--- config.mk ---
export PLATFORM = sky130hd
export DESIGN_NAME = adc_spi_sampler_flat
export DESIGN_NICKNAME = d
export VERILOG_FILES = /design/src/rtl/adc_spi_sampler_if.sv /design/src/rtl/adc_spi_sampler.sv /design/src/flat_wrapper.sv
export SDC_FILE = /design/constraint.sdc
export NUM_CORES = 1
export LEC_CHECK = 0
export BUFFER_PORTS_ARGS = -buffer_cell sky130_fd_sc_hd__clkbuf_2
export CORE_MARGIN = 2
export CORE_UTILIZATION = 51
export DETAILED_ROUTE_END_ITERATION = 10
export HOLD_SLACK_MARGIN = 0.03
export PLACE_DENSITY = 0.75
export SETUP_SLACK_MARGIN = 0.02
export SYNTH_ARGS = -nofsm -noshare
export SYNTH_HDL_FRONTEND = slang
export SYNTH_SLANG_ARGS = --single-unit
--- constraint.sdc ---
create_clock -name clk -period 2.62 [get_ports clk]
set_input_delay 0.393 -clock clk [delete_from_list [all_inputs] [get_ports clk]]
set_output_delay 0.393 -clock clk [all_outputs]
set_load 0.005 [all_outputs]
--- src/rtl/adc_spi_sampler_if.sv ---
// Bus between the ADC capture engine and its neighbours: SPI pins toward the ADC,
// sample strobe and data toward the controller.
interface adc_spi_sampler_if #(
    parameter int unsigned cant_bits = 16
);
    logic                 cs;
    logic                 sclk;
    logic                 sdata;
    logic                 desp_enable_1;
    logic [cant_bits-1:0] dato_final;
    logic                 frame_err;

    modport master (
        output cs, sclk, desp_enable_1, dato_final, frame_err,
        input  sdata
    );

    modport slave (
        input  cs, sclk, desp_enable_1, dato_final, frame_err,
        output sdata
    );
endinterface

--- src/rtl/adc_spi_sampler.sv ---
// Periodic SPI capture of a 12-bit ADC frame (4 leading zeros + 12 data bits, MSB first).
// Define ADC_AVG_EN to publish the average of every 4 frames instead of each frame.
module adc_spi_sampler #(
    parameter int unsigned cant_bits     = 16,
    parameter int unsigned CLK_DIV       = 5,
    parameter int unsigned SAMPLE_PERIOD = 100000
) (
    input  logic                clk,
    input  logic                rst,
    adc_spi_sampler_if.master   bus
);
    localparam int unsigned PC_W       = $clog2(SAMPLE_PERIOD);
    localparam int unsigned HC_W       = $clog2(CLK_DIV);
    localparam int unsigned BC_W       = 5;
    localparam int unsigned FRAME_BITS = 16;
    localparam int unsigned SUM_W      = 14;

    typedef enum logic [2:0] {IDLE, LEAD, SHIFT, TAIL, PUBLISH} state_t;

    state_t               state_q, state_d;
    logic [PC_W-1:0]      pcnt_q, pcnt_d;
    logic [HC_W-1:0]      hcnt_q, hcnt_d;
    logic [BC_W-1:0]      bcnt_q, bcnt_d;
    logic [15:0]          shift_q, shift_d;
    logic                 cs_q, cs_d;
    logic                 sclk_q, sclk_d;
    logic                 strobe_q, strobe_d;
    logic                 err_q, err_d;
    logic [cant_bits-1:0] dato_q, dato_d;
    logic                 tick;
    logic                 half_done;

`ifdef ADC_AVG_EN
    logic [SUM_W-1:0]     sum_q, sum_d, sum_new;
    logic [1:0]           fcnt_q, fcnt_d;
    logic                 acc_err_q, acc_err_d, acc_err_new;
`endif

    assign tick      = (pcnt_q == PC_W'(SAMPLE_PERIOD - 1));
    assign half_done = (hcnt_q == HC_W'(CLK_DIV - 1));
    assign pcnt_d    = tick ? '0 : pcnt_q + PC_W'(1);

    always_comb begin
        state_d  = state_q;
        hcnt_d   = hcnt_q;
        bcnt_d   = bcnt_q;
        shift_d  = shift_q;
        cs_d     = cs_q;
        sclk_d   = sclk_q;
        strobe_d = 1'b0;
        dato_d   = dato_q;
        err_d    = err_q;
`ifdef ADC_AVG_EN
        sum_new     = sum_q + SUM_W'(shift_q[11:0]);
        acc_err_new = acc_err_q | (|shift_q[15:12]);
        sum_d       = sum_q;
        fcnt_d      = fcnt_q;
        acc_err_d   = acc_err_q;
`endif
        case (state_q)
            IDLE: begin
                cs_d   = 1'b1;
                sclk_d = 1'b1;
                hcnt_d = '0;
                bcnt_d = '0;
                if (tick) begin
                    cs_d    = 1'b0;
                    state_d = LEAD;
                end
            end
            LEAD: begin
                if (half_done) begin
                    hcnt_d  = '0;
                    sclk_d  = 1'b0;
                    state_d = SHIFT;
                end else begin
                    hcnt_d = hcnt_q + HC_W'(1);
                end
            end
            SHIFT: begin
                // Sample on the rising sclk edge; the high half after the last bit belongs to SHIFT.
                if (half_done) begin
                    hcnt_d = '0;
                    if (!sclk_q) begin
                        sclk_d  = 1'b1;
                        shift_d = {shift_q[14:0], bus.sdata};
                        bcnt_d  = bcnt_q + BC_W'(1);
                    end else if (bcnt_q == BC_W'(FRAME_BITS)) begin
                        state_d = TAIL;
                    end else begin
                        sclk_d = 1'b0;
                    end
                end else begin
                    hcnt_d = hcnt_q + HC_W'(1);
                end
            end
            TAIL: begin
                if (half_done) begin
                    hcnt_d  = '0;
                    cs_d    = 1'b1;
                    state_d = PUBLISH;
                end else begin
                    hcnt_d = hcnt_q + HC_W'(1);
                end
            end
            PUBLISH: begin
                state_d = IDLE;
`ifdef ADC_AVG_EN
                fcnt_d = fcnt_q + 2'd1;
                if (fcnt_q == 2'd3) begin
                    dato_d    = cant_bits'(sum_new >> 2);
                    err_d     = acc_err_new;
                    strobe_d  = 1'b1;
                    sum_d     = '0;
                    acc_err_d = 1'b0;
                end else begin
                    sum_d     = sum_new;
                    acc_err_d = acc_err_new;
                end
`else
                dato_d   = cant_bits'(shift_q[11:0]);
                err_d    = |shift_q[15:12];
                strobe_d = 1'b1;
`endif
            end
            default: state_d = IDLE;
        endcase
    end

    always_ff @(posedge clk or posedge rst) begin
        if (rst) begin
            state_q  <= IDLE;
            pcnt_q   <= '0;
            hcnt_q   <= '0;
            bcnt_q   <= '0;
            shift_q  <= '0;
            cs_q     <= 1'b1;
            sclk_q   <= 1'b1;
            strobe_q <= 1'b0;
            err_q    <= 1'b0;
            dato_q   <= '0;
        end else begin
            state_q  <= state_d;
            pcnt_q   <= pcnt_d;
            hcnt_q   <= hcnt_d;
            bcnt_q   <= bcnt_d;
            shift_q  <= shift_d;
            cs_q     <= cs_d;
            sclk_q   <= sclk_d;
            strobe_q <= strobe_d;
            err_q    <= err_d;
            dato_q   <= dato_d;
        end
    end

`ifdef ADC_AVG_EN
    always_ff @(posedge clk or posedge rst) begin
        if (rst) begin
            sum_q     <= '0;
            fcnt_q    <= '0;
            acc_err_q <= 1'b0;
        end else begin
            sum_q     <= sum_d;
            fcnt_q    <= fcnt_d;
            acc_err_q <= acc_err_d;
        end
    end
`endif

    assign bus.cs            = cs_q;
    assign bus.sclk          = sclk_q;
    assign bus.desp_enable_1 = strobe_q;
    assign bus.dato_final    = dato_q;
    assign bus.frame_err     = err_q;
endmodule
--- src/flat_wrapper.sv ---
// flat-port wrapper written by rule: the top's interface ports become plain ports
module adc_spi_sampler_flat 
#(
    parameter int unsigned cant_bits     = 16,
    parameter int unsigned CLK_DIV       = 5,
    parameter int unsigned SAMPLE_PERIOD = 100000
)
  (clk, rst, bus_cs, bus_sclk, bus_desp_enable_1, bus_dato_final, bus_frame_err, bus_sdata);
  adc_spi_sampler_if #(.cant_bits(cant_bits)) bus_i ();
  input  logic clk;
  input  logic rst;
  output wire logic [$bits(bus_i.cs)-1:0] bus_cs;
  output wire logic [$bits(bus_i.sclk)-1:0] bus_sclk;
  output wire logic [$bits(bus_i.desp_enable_1)-1:0] bus_desp_enable_1;
  output wire logic [$bits(bus_i.dato_final)-1:0] bus_dato_final;
  output wire logic [$bits(bus_i.frame_err)-1:0] bus_frame_err;
  input wire logic [$bits(bus_i.sdata)-1:0] bus_sdata;
  assign bus_cs = bus_i.cs;
  assign bus_sclk = bus_i.sclk;
  assign bus_desp_enable_1 = bus_i.desp_enable_1;
  assign bus_dato_final = bus_i.dato_final;
  assign bus_frame_err = bus_i.frame_err;
  assign bus_i.sdata = bus_sdata;
  adc_spi_sampler #(.cant_bits(cant_bits), .CLK_DIV(CLK_DIV), .SAMPLE_PERIOD(SAMPLE_PERIOD)) u_core (.clk(clk), .rst(rst), .bus(bus_i));
endmodule
==> flow_metrics.tcl, run 1 <==
set metrics [dict create \
    fin_crit_ps 2030 \
    n_antenna_cell 0 \
    hold_viol_final 0 \
    detail-route-antenna-nets 0 \
    syn-cell-area_mm2 0.00264 \
    end_kind "flop" \
    cellLeakagePower_nw 1.44 \
    drt_iter0_drc 83 \
    holdBufCountCts 0 \
    multi_input_area_mm2 0.00104 \
    grt_overflow 0 \
    status "complete, no violations" \
    power_density_mw_per_mm2 619 \
    seq_area_frac_synth 0.570 \
    initial_core_util 0.524 \
    antenna_found_initial 0 \
    wl_met1_um 2080 \
    timing.rr.start "u_core.pcnt_q[0]$_DFF_PP0_" \
    routabilityCongestion 0.777 \
    synthAdderAreaFrac 0.0237 \
    cts_resized 0 \
    cp.arrival_ps 2290 \
    port_buffers 18 \
    met2_length_um 2050 \
    syn_area_per_cell_um2 11.9 \
    cap_violations 0 \
    finalCritPeriodShare 0.773 \
    worstPathMaxFanout 6 \
    layout_commonest_cell "dfrtp_1" \
    startpoint "u_core.pcnt_q[0]$_DFF_PP0_" \
    skew_ps 8.51 \
    drv_slew 0 \
    htree_levels 3 \
    clk_root_buffer_cell "clkbuf_8" \
    grt.total_usage 0.166 \
    dr_wl_met3_um 193 \
    place_hpwl_um 2900 \
    ioPinCount 23 \
    highest_layer "met4" \
    finalSetupViolations 0 \
    cts.reportedPaths.clkPinSlew_ps 60 \
    synth_edf_count 0 \
    cts.sinks 60 \
    seq_area_mm2 0.00150 \
    coreArea_mm2 0.00504 \
    finalNetCount 250 \
    synth_top_family_by_area "simple AND/OR/NAND/NOR gates" \
    worst_pin_slew_ps 772 \
    ys.warnings.count 0 \
    synthArstFlopShare 1.00 \
    cts_buffer_depth 2 \
    synthXorXnorAreaFrac 0.0564 \
    synth_ff_type "dfrtp_1" \
    dr.pass1.iters 4 \
    synth_seq_cells 60 \
    numCtsBuffers 9 \
    cts_tree "done" \
    synthToLayoutAreaGrowth_pct 13.6 \
    fill_cells 413 \
    grt_max_degree 43 \
    yosys.cell_types.count 40 \
    synth_top_area_cell "dfrtp_1" \
    crit_path_start_kind "flop" \
    drt-wirelength-per-cell_um 13.8 \
    yosys-top-cells-area "dfrtp_1 (55%), mux2_2 (12%), xnor2_1 (3.3%)" \
    insertion_delay_ps 330 \
    timing.fmax_ghz 0.493 \
    die_h_um 76.0 \
    drive_gt1_frac 0.283 \
    drt-total-wl_um 4380 \
    rsz0062_at_grt "false" \
    most-common-layout-cells "dfrtp_1 (58), mux2_2 (28), clkbuf_2 (18)" \
    tns_ps 0 \
    first_global_vias 1658 \
    fp-row-count 26 \
    vias 1678 \
    required_ps 2880 \
    die-area_mm2 0.00577 \
    synth.area.mux_share 0.119 \
    synth_compound_area_frac 0.0474 \
    drc 0 \
    yosys.area_share.simple 0.141 \
    syn_inst 221 \
    die_width_um 76.0 \
    slew_headroom 0.482 \
    vias_per_cell 5.29 \
    grt_pass1_wl_um 7620 \
    netlist.area_leader.share 0.550 \
    cts_setup_buffers 0 \
    min_path_type "input port to async pin" \
    design_area_mm2 0.00300 \
    ir_worst_vdd_v 0.000476 \
    path_class "flop to flop" \
    dpl_cell_area_mm2 0.00278 \
]
==> stage by stage <==
stage | setup WS (ps) | power (mW) | cells | util | hold slack, ps
2_1_floorplan | 711 | 0.965 | 224 | - | 448
3_3_place_gp | 630 | 0.970 | 301 | 0.552 | 390
3_5_place_dp | 614 | 0.971 | 301 | 0.552 | 398
4_1_cts | 583 | 1.88 | 317 | 0.595 | 36.3
5_1_grt | 446 | 1.92 | 317 | 0.595 | 72.9
6_report | 594 | 1.86 | 317 | 0.595 | 40.6
==> worst paths after layout <==
| path | to | slack [ps] | depth (start not counted) |
|---|---|---|---|
| hold reg to reg | u_core.pcnt_q[14]$_DFF_PP0_ | 500 | 1 |
| setup / recovery | u_core.pcnt_q[16]$_DFF_PP0_ | 590 | 5 |
| setup reg to reg | u_core.pcnt_q[16]$_DFF_PP0_ | 590 | 5 |
| hold / removal | u_core.bus.dato_final[0]$_DFFE_PP0P_ | 40 | 2 |
| max in group asynchronous | u_core.bus.cs$_DFFE_PP1P_ | 1960 | 3 |
| min in group clk | u_core.shift_q[0]$_DFFE_PP0P_ | 300 | 2 |
==> flip-flops by register name (all words and copies together) (netlist names), 3 cells and up <==
signal	count
u_core.pcnt_q	17
u_core.shift_q	16
u_core.bus.dato_final	12
u_core.bcnt_q	5
u_core.hcnt_q	3
u_core.state_q	3
==> final cells by class <==
class / count / area share
sequential: 60 / 0.501
multi-input combinational: 141 / 0.347
clock buffer: 12 / 0.0484
timing repair buffer: 19 / 0.0367
tap: 70 / 0.0292
clock inverter: 4 / 0.0242
inverter: 11 / 0.0138
==> routing by layer <==
layer | GRT usage | vias to the layer above
met5 | 0 | -
met4 | 0.0491 | 0
met3 | 0.0667 | 6
met2 | 0.265 | 34
met1 | 0.211 | 823
li1 | - | 815
==> power by group <==
group,internal (mW),leakage [nW],switching [mW]
logic,0.00482,0.517,0.0196
registers,0.927,0.815,0.000572
clock network,0.560,0.107,0.345
total,1.49,1.44,0.365
==> Yosys cell counts (2+ instances only) <==
library cell / instances
o22ai_1: 2
xnor2_1: 10
nor4_1: 3
mux2_2: 28
nor2_1: 14
and3_1: 5
nand3_1: 8
dfstp_2: 2
and2_1: 5
o21ai_0: 5
a22o_1: 2
nand2_1: 11
xor2_1: 7
dfrtp_1: 58
buf_4: 4
ha_1: 5
a21oi_1: 2
clkbuf_1: 3
inv_1: 11
o31ai_1: 2
nor3_1: 9
buf_2: 5
nand4_1: 3
==> kinds of logic after synthesis <==
| group | Yosys count |
|---|---|
| muxes | 28 |
| and+or+nand+nor | 69 |
| adders and majority gates | 5 |
| xor gates and xnor gates | 17 |
| other | 1 |
| AOI/OAI and AO/OA | 18 |
| buffers and inverters | 23 |
| DFF | 60 |
==> critical path, cell delays in order (launching register included) <==
cell	delay, ps
dfrtp_1	430
ha_1	340
inv_1	90
or4_4	570
or3_1	380
a21oi_2	140
No activity file was read; power rests on OpenSTA's default activity.
==> run 2, diff against run 1 <==
- PLACE_DENSITY: 0.75 -> 0.78
- clock period: 2.62 -> 1.6 ns (I/O delays scaled with it)
==> run 2 against run 1 <==
  * The run now ends with setup timing left
  * Clock skew decreased by 2.4 ps
  * Clock power rose by 75%
  * Highest routed layer unchanged
  * Total power grew 69%
  * Critical path type unchanged
  * Sequential power grew 64%
  * Wire length grew 19%
==> flow_metrics.tcl, run 2 (same netlist as run 1, synthesis figures left out) <==
set metrics [dict create \
    drt_iter0_drc 109 \
    crit_path_start_kind "flop" \
    dr.pass1.iters 4 \
    detail-route-antenna-nets 0 \
    clk_root_buffer_cell "clkbuf_8" \
    place_hpwl_um 3260 \
    rsz0062_at_grt "true" \
    finalCritPeriodShare 1.01 \
    timing.fmax_ghz 0.619 \
    layout_commonest_cell "dfrtp_1" \
    drive_gt1_frac 0.441 \
    finalSetupViolations 7 \
    htree_levels 3 \
    die_width_um 76.0 \
    synthToLayoutAreaGrowth_pct 32.3 \
    ir_worst_vdd_v 0.000617 \
    violations "setup timing" \
    vias 1880 \
    slew_headroom 0.628 \
    timing.rr.start "u_core.pcnt_q[8]$_DFF_PP0_" \
    most-common-layout-cells "dfrtp_1 (58), buf_4 (34), mux2_2 (20)" \
    drc 0 \
    fp-row-count 26 \
    fin_crit_ps 1620 \
    largest_reg_flops 17 \
    power_density_mw_per_mm2 901 \
    vias_per_cell 5.28 \
    cts_tree "done" \
    cts.reportedPaths.clkPinSlew_ps 60 \
    drv_slew 0 \
    ioPinCount 23 \
    status "finished, violations left" \
    insertion_delay_ps 340 \
    min_path_type "input port to flop" \
    dp.cells 333 \
    dpl_cell_area_mm2 0.00311 \
    port_buffers 18 \
    largest_register "u_core.pcnt_q" \
    r2r_end "u_core.pcnt_q[5]$_DFF_PP0_" \
    worstHoldEndpoint "u_core.shift_q[0]$_DFFE_PP0P_" \
    rrSetupSlack_ps -20 \
    grt.total_usage 0.192 \
    finalNonFillerCells 356 \
    die_h_um 76.0 \
    grt_overflow 0 \
    die-area_mm2 0.00577 \
    reg2reg_depth 5 \
    cts_buffer_depth 2 \
    finalNetCount 290 \
    first_global_vias 1897 \
    min_from "bus_sdata" \
    total_power_mw 3.14 \
    initial_core_util 0.524 \
    end_kind "flop" \
    cap_violations 0 \
    whs_path_depth 2 \
    coreArea_mm2 0.00504 \
    drt-wirelength-per-cell_um 14.7 \
    grt_max_degree 28 \
    design_area_mm2 0.00349 \
    drt-total-wl_um 5220 \
    numCtsBuffers 9 \
    routabilityCongestion 0.808 \
    worst_pin_slew_ps 556 \
    grt_pass1_wl_um 8650 \
    n_antenna_cell 0 \
    cp.arrival_ps 1830 \
    setup_ws_ps -15.1 \
    hold_ws_ps 132 \
    required_ps 1820 \
    place_ws_ps -59.9 \
    cellLeakagePower_nw 1.72 \
    hold_viol_final 0 \
    skew_ps 6.10 \
    antenna_found_initial 0 \
    path_class "flop to flop" \
    cts.sinks 60 \
    worstPathMaxFanout 9 \
]
-- run 2: cell types whose count changed in the layout (fill, tap and decap cells not counted), moves of 3 or more --
cell	previous run	this run
and2_1	5	2
buf_4	0	34
and2_4	0	3
nor2_1	14	11
mux2_2	28	20
mux2_4	0	8
-- run 2: power by group --
| part | leakage, nW | internal [mW] | switching [mW] |
|---|---|---|---|
| logic | 0.784 | 0.0113 | 0.0338 |
| registers | 0.815 | 1.52 | 0.000856 |
| clock network | 0.119 | 0.998 | 0.582 |
-- run 2: final cells by class --
cell class,count,area (µm²)
fillers,356,1550
flip-flops and latches,60,1500
multi-input cells,142,1180
repair buffers,58,438
clock buffers,12,165
well taps,70,87.6
clock inverters,3,68.8
inverters,11,45.0
-- run 2: worst max-delay path, cell delays in order (launching register included) --
cell     delay (ps)
dfrtp_1         400
or4b_4          540
nor4_4          190
and2_4          200
buf_12          120
nor2_2           50
-- run 2: worst max path at each step --
stage	from	slack [ps]	cells after the start	to
2_1_floorplan	u_core.hcnt_q[0]$_DFFE_PP0P_	-100	8	u_core.shift_q[0]$_DFFE_PP0P_
3_3_place_gp	u_core.pcnt_q[14]$_DFF_PP0_	-20	5	u_core.pcnt_q[5]$_DFF_PP0_
3_5_place_dp	u_core.pcnt_q[8]$_DFF_PP0_	-60	4	u_core.state_q[0]$_DFFE_PP0P_
4_1_cts	u_core.pcnt_q[8]$_DFF_PP0_	-5	4	u_core.state_q[0]$_DFFE_PP0P_
5_1_grt	u_core.pcnt_q[8]$_DFF_PP0_	-70	4	u_core.state_q[0]$_DFFE_PP0P_
6_report	u_core.pcnt_q[8]$_DFF_PP0_	-20	5	u_core.pcnt_q[5]$_DFF_PP0_
-- run 2: timing repair --
item / in CTS / in global routing
hold buffers: 1 / 0
pin swaps: 1 / 4
gates resized for setup: 10 / 8
cloned: 0 / 1
hold endpoints to repair: 20 / 0
endpoints found under the setup margin: 25 / 28
setup buffers: 1 / 5
-- run 2: stage by stage --
stage | utilization | TNS, ps
4_1_cts | 0.676 | -4.67
5_1_grt | 0.693 | -459
6_report | 0.693 | -58.5
3_5_place_dp | 0.617 | -451
3_3_place_gp | 0.617 | -101
2_1_floorplan | - | -768
-- run 2: layer usage --
layer | up-vias | part of all wire | track usage
met4 | 0 | 0.026 | 0.125
met2 | 29 | 0.51 | 0.310
met1 | 955 | 0.44 | 0.235
li1 | 886 | - | -
met3 | 10 | 0.026 | 0.0381
met5 | - | 0 | 0
==> run 3, diff against run 2 <==
--- a/config.mk
+++ b/config.mk
@@ -6,7 +6,8 @@
 export NUM_CORES = 1
 export LEC_CHECK = 0
-export BUFFER_PORTS_ARGS = -buffer_cell sky130_fd_sc_hd__clkbuf_2
+export BUFFER_PORTS_ARGS = -buffer_cell sky130_fd_sc_hd__buf_2
 export CORE_MARGIN = 2
 export CORE_UTILIZATION = 51
+export CTS_CLUSTER_SIZE = 20
 export DETAILED_ROUTE_END_ITERATION = 10
 export HOLD_SLACK_MARGIN = 0.03
==> constraint.sdc (replaced) <==
create_clock -name clk -period 1.6 [get_ports clk]
set_input_delay 0.08 -clock clk [delete_from_list [all_inputs] [get_ports clk]]
set_output_delay 0.08 -clock clk [all_outputs]
set_load 0.005 [all_outputs]
==> run 3 against run 2 <==
  * The run still ends with setup timing left
  * Combinational power down 4%
  * Clock skew up 1.8 ps
  * First-iteration DRC count fell by 18%
  * Via count down 5.2%
  * Sequential power barely moved
  * Sequential share of layout area increased by 2.1 points
  * Critical path type unchanged
  * Worst setup slack got worse by 11 ps
  * Total power shrank 13%
  * Die area is the same
==> flow_metrics.tcl, run 3 (same netlist as run 1, synthesis figures left out) <==
set metrics [dict create \
    largest_reg_flops 17 \
    antenna_found_initial 0 \
    crit_path_start_kind "flop" \
    vias_per_cell 5.09 \
    hold_viol_final 0 \
    required_ps 1820 \
    dr.pass1.iters 5 \
    cts_tree "done" \
    most-common-layout-cells "dfrtp_1 (58), mux2_2 (28), buf_4 (28)" \
    worstPathMaxFanout 5 \
    coreArea_mm2 0.00504 \
    n_antenna_cell 0 \
    finalSetupViolations 10 \
    cts.reportedPaths.clkPinSlew_ps 70 \
    grt.total_usage 0.172 \
    power_density_mw_per_mm2 825 \
    timing.fmax_ghz 0.615 \
    setup_ws_ps -26.0 \
    detail-route-antenna-nets 0 \
    insertion_delay_ps 340 \
    drive_gt1_frac 0.407 \
    finalNonFillerCells 350 \
    rrSetupSlack_ps -30 \
    cap_violations 0 \
    cp.arrival_ps 1840 \
    initial_core_util 0.524 \
    status "finished, violations left" \
    place_hpwl_um 3120 \
    drc 0 \
    min_path_type "input port to async pin" \
    r2r_end "u_core.pcnt_q[7]$_DFF_PP0_" \
    vias 1783 \
    cts.sinks 60 \
    violations "setup timing" \
    drv_slew 0 \
    place_ws_ps -83.1 \
    fp-row-count 26 \
    cellLeakagePower_nw 1.62 \
    largest_register "u_core.pcnt_q" \
    drt-wirelength-per-cell_um 13.5 \
    clk_root_buffer_cell "clkbuf_8" \
    die_h_um 76.0 \
    die-area_mm2 0.00577 \
    die_width_um 76.0 \
    skew_ps 7.89 \
    grt_pass1_wl_um 7750 \
    fin_crit_ps 1630 \
    path_class "flop to flop" \
    finalCritPeriodShare 1.02 \
    grt_overflow 0 \
    timing.rr.start "u_core.pcnt_q[14]$_DFF_PP0_" \
    first_global_vias 1721 \
    grt_max_degree 61 \
    port_buffers 18 \
    drt-total-wl_um 4740 \
    numCtsBuffers 9 \
    htree_levels 3 \
    synthToLayoutAreaGrowth_pct 26.1 \
    ir_worst_vdd_v 0.000712 \
    dp.cells 330 \
    reg2reg_depth 5 \
    ioPinCount 23 \
    cts_buffer_depth 2 \
    layout_commonest_cell "dfrtp_1" \
    routabilityCongestion 0.798 \
    drt_iter0_drc 89 \
    end_kind "flop" \
    rsz0062_at_grt "true" \
    finalNetCount 283 \
]
-- run 3: changes by cell type in the layout (fill, tap and decap cells not counted), sizes merged --
cell | previous run | this run
clkinv | 1 | 5
clkbuf | 30 | 10
bufinv | 2 | 0
dlygate4sd3 | 1 | 2
inv | 10 | 11
buf | 39 | 49
-- run 3: critical path: stages, from the launching register on --
cell	delay, ps
dfrtp_1	380
or4b_4	550
nor4_4	180
and2_1	200
buf_4	140
nor2_1	50
-- run 3: power by group --
part	internal, mW	switching (mW)	total (mW)
Sequential	1.52	0.000852	1.52
Combinational	0.0113	0.0320	0.0432
Clock	0.599	0.587	1.19
-- run 3: timing repair --
| action | CTS | global route |
|---|---|---|
| cloned | 0 | 1 |
| setup buffers | 0 | 1 |
| endpoints found under the hold margin | 59 | 0 |
| setup endpoints to repair | 27 | 28 |
| pin swaps | 1 | 4 |
| gates resized for setup | 6 | 6 |
| hold buffers | 2 | 0 |
-- run 3: worst max path at each step --
stage                                               end  slack, ps                         start  cells after the start
after floorplan           u_core.shift_q[0]$_DFFE_PP0P_        -80  u_core.hcnt_q[0]$_DFFE_PP0P_                      8
after CTS                    u_core.pcnt_q[7]$_DFF_PP0_        -10   u_core.pcnt_q[14]$_DFF_PP0_                      5
after detailed placement  u_core.state_q[0]$_DFFE_PP0P_        -80   u_core.pcnt_q[14]$_DFF_PP0_                      4
after global placement       u_core.pcnt_q[7]$_DFF_PP0_        -10   u_core.pcnt_q[14]$_DFF_PP0_                      5
after global routing         u_core.pcnt_q[7]$_DFF_PP0_        -70   u_core.pcnt_q[14]$_DFF_PP0_                      5
final                        u_core.pcnt_q[7]$_DFF_PP0_        -30   u_core.pcnt_q[14]$_DFF_PP0_                      5
-- run 3: metrics by stage --
step                      total power, mW  setup TNS [ps]  instance area [µm²]  hold slack (ps)  utilization
after floorplan                      1.58            -716                 2690              230            -
after global placement               1.59           -72.8                 3040              162        0.603
after detailed placement             1.59            -272                 3040              165        0.603
after CTS                            2.79           -41.7                 3270              350        0.649
after global routing                 2.86            -594                 3330              373        0.660
final                                2.75            -109                 3330              342        0.660
-- run 3: layout make-up --
class / count / area [µm²]
fill: 384 / 1710
timing repair buffer: 51 / 372
inverter: 11 / 41.3
tap: 70 / 87.6
multi-input combinational: 142 / 1150
clock buffer: 10 / 138
sequential: 60 / 1500
clock inverter: 6 / 40.0
-- run 3: routing by layer --
metal / up-vias / part of all wire / routed length (µm) / global-route usage
met3: 10 / 0.020 / 94 / 0.0321
met1: 878 / 0.45 / 2130 / 0.215
met4: 0 / 0.024 / 116 / 0.0982
met5: - / 0 / 0 / 0
met2: 19 / 0.51 / 2400 / 0.282
li1: 876 / - / - / -
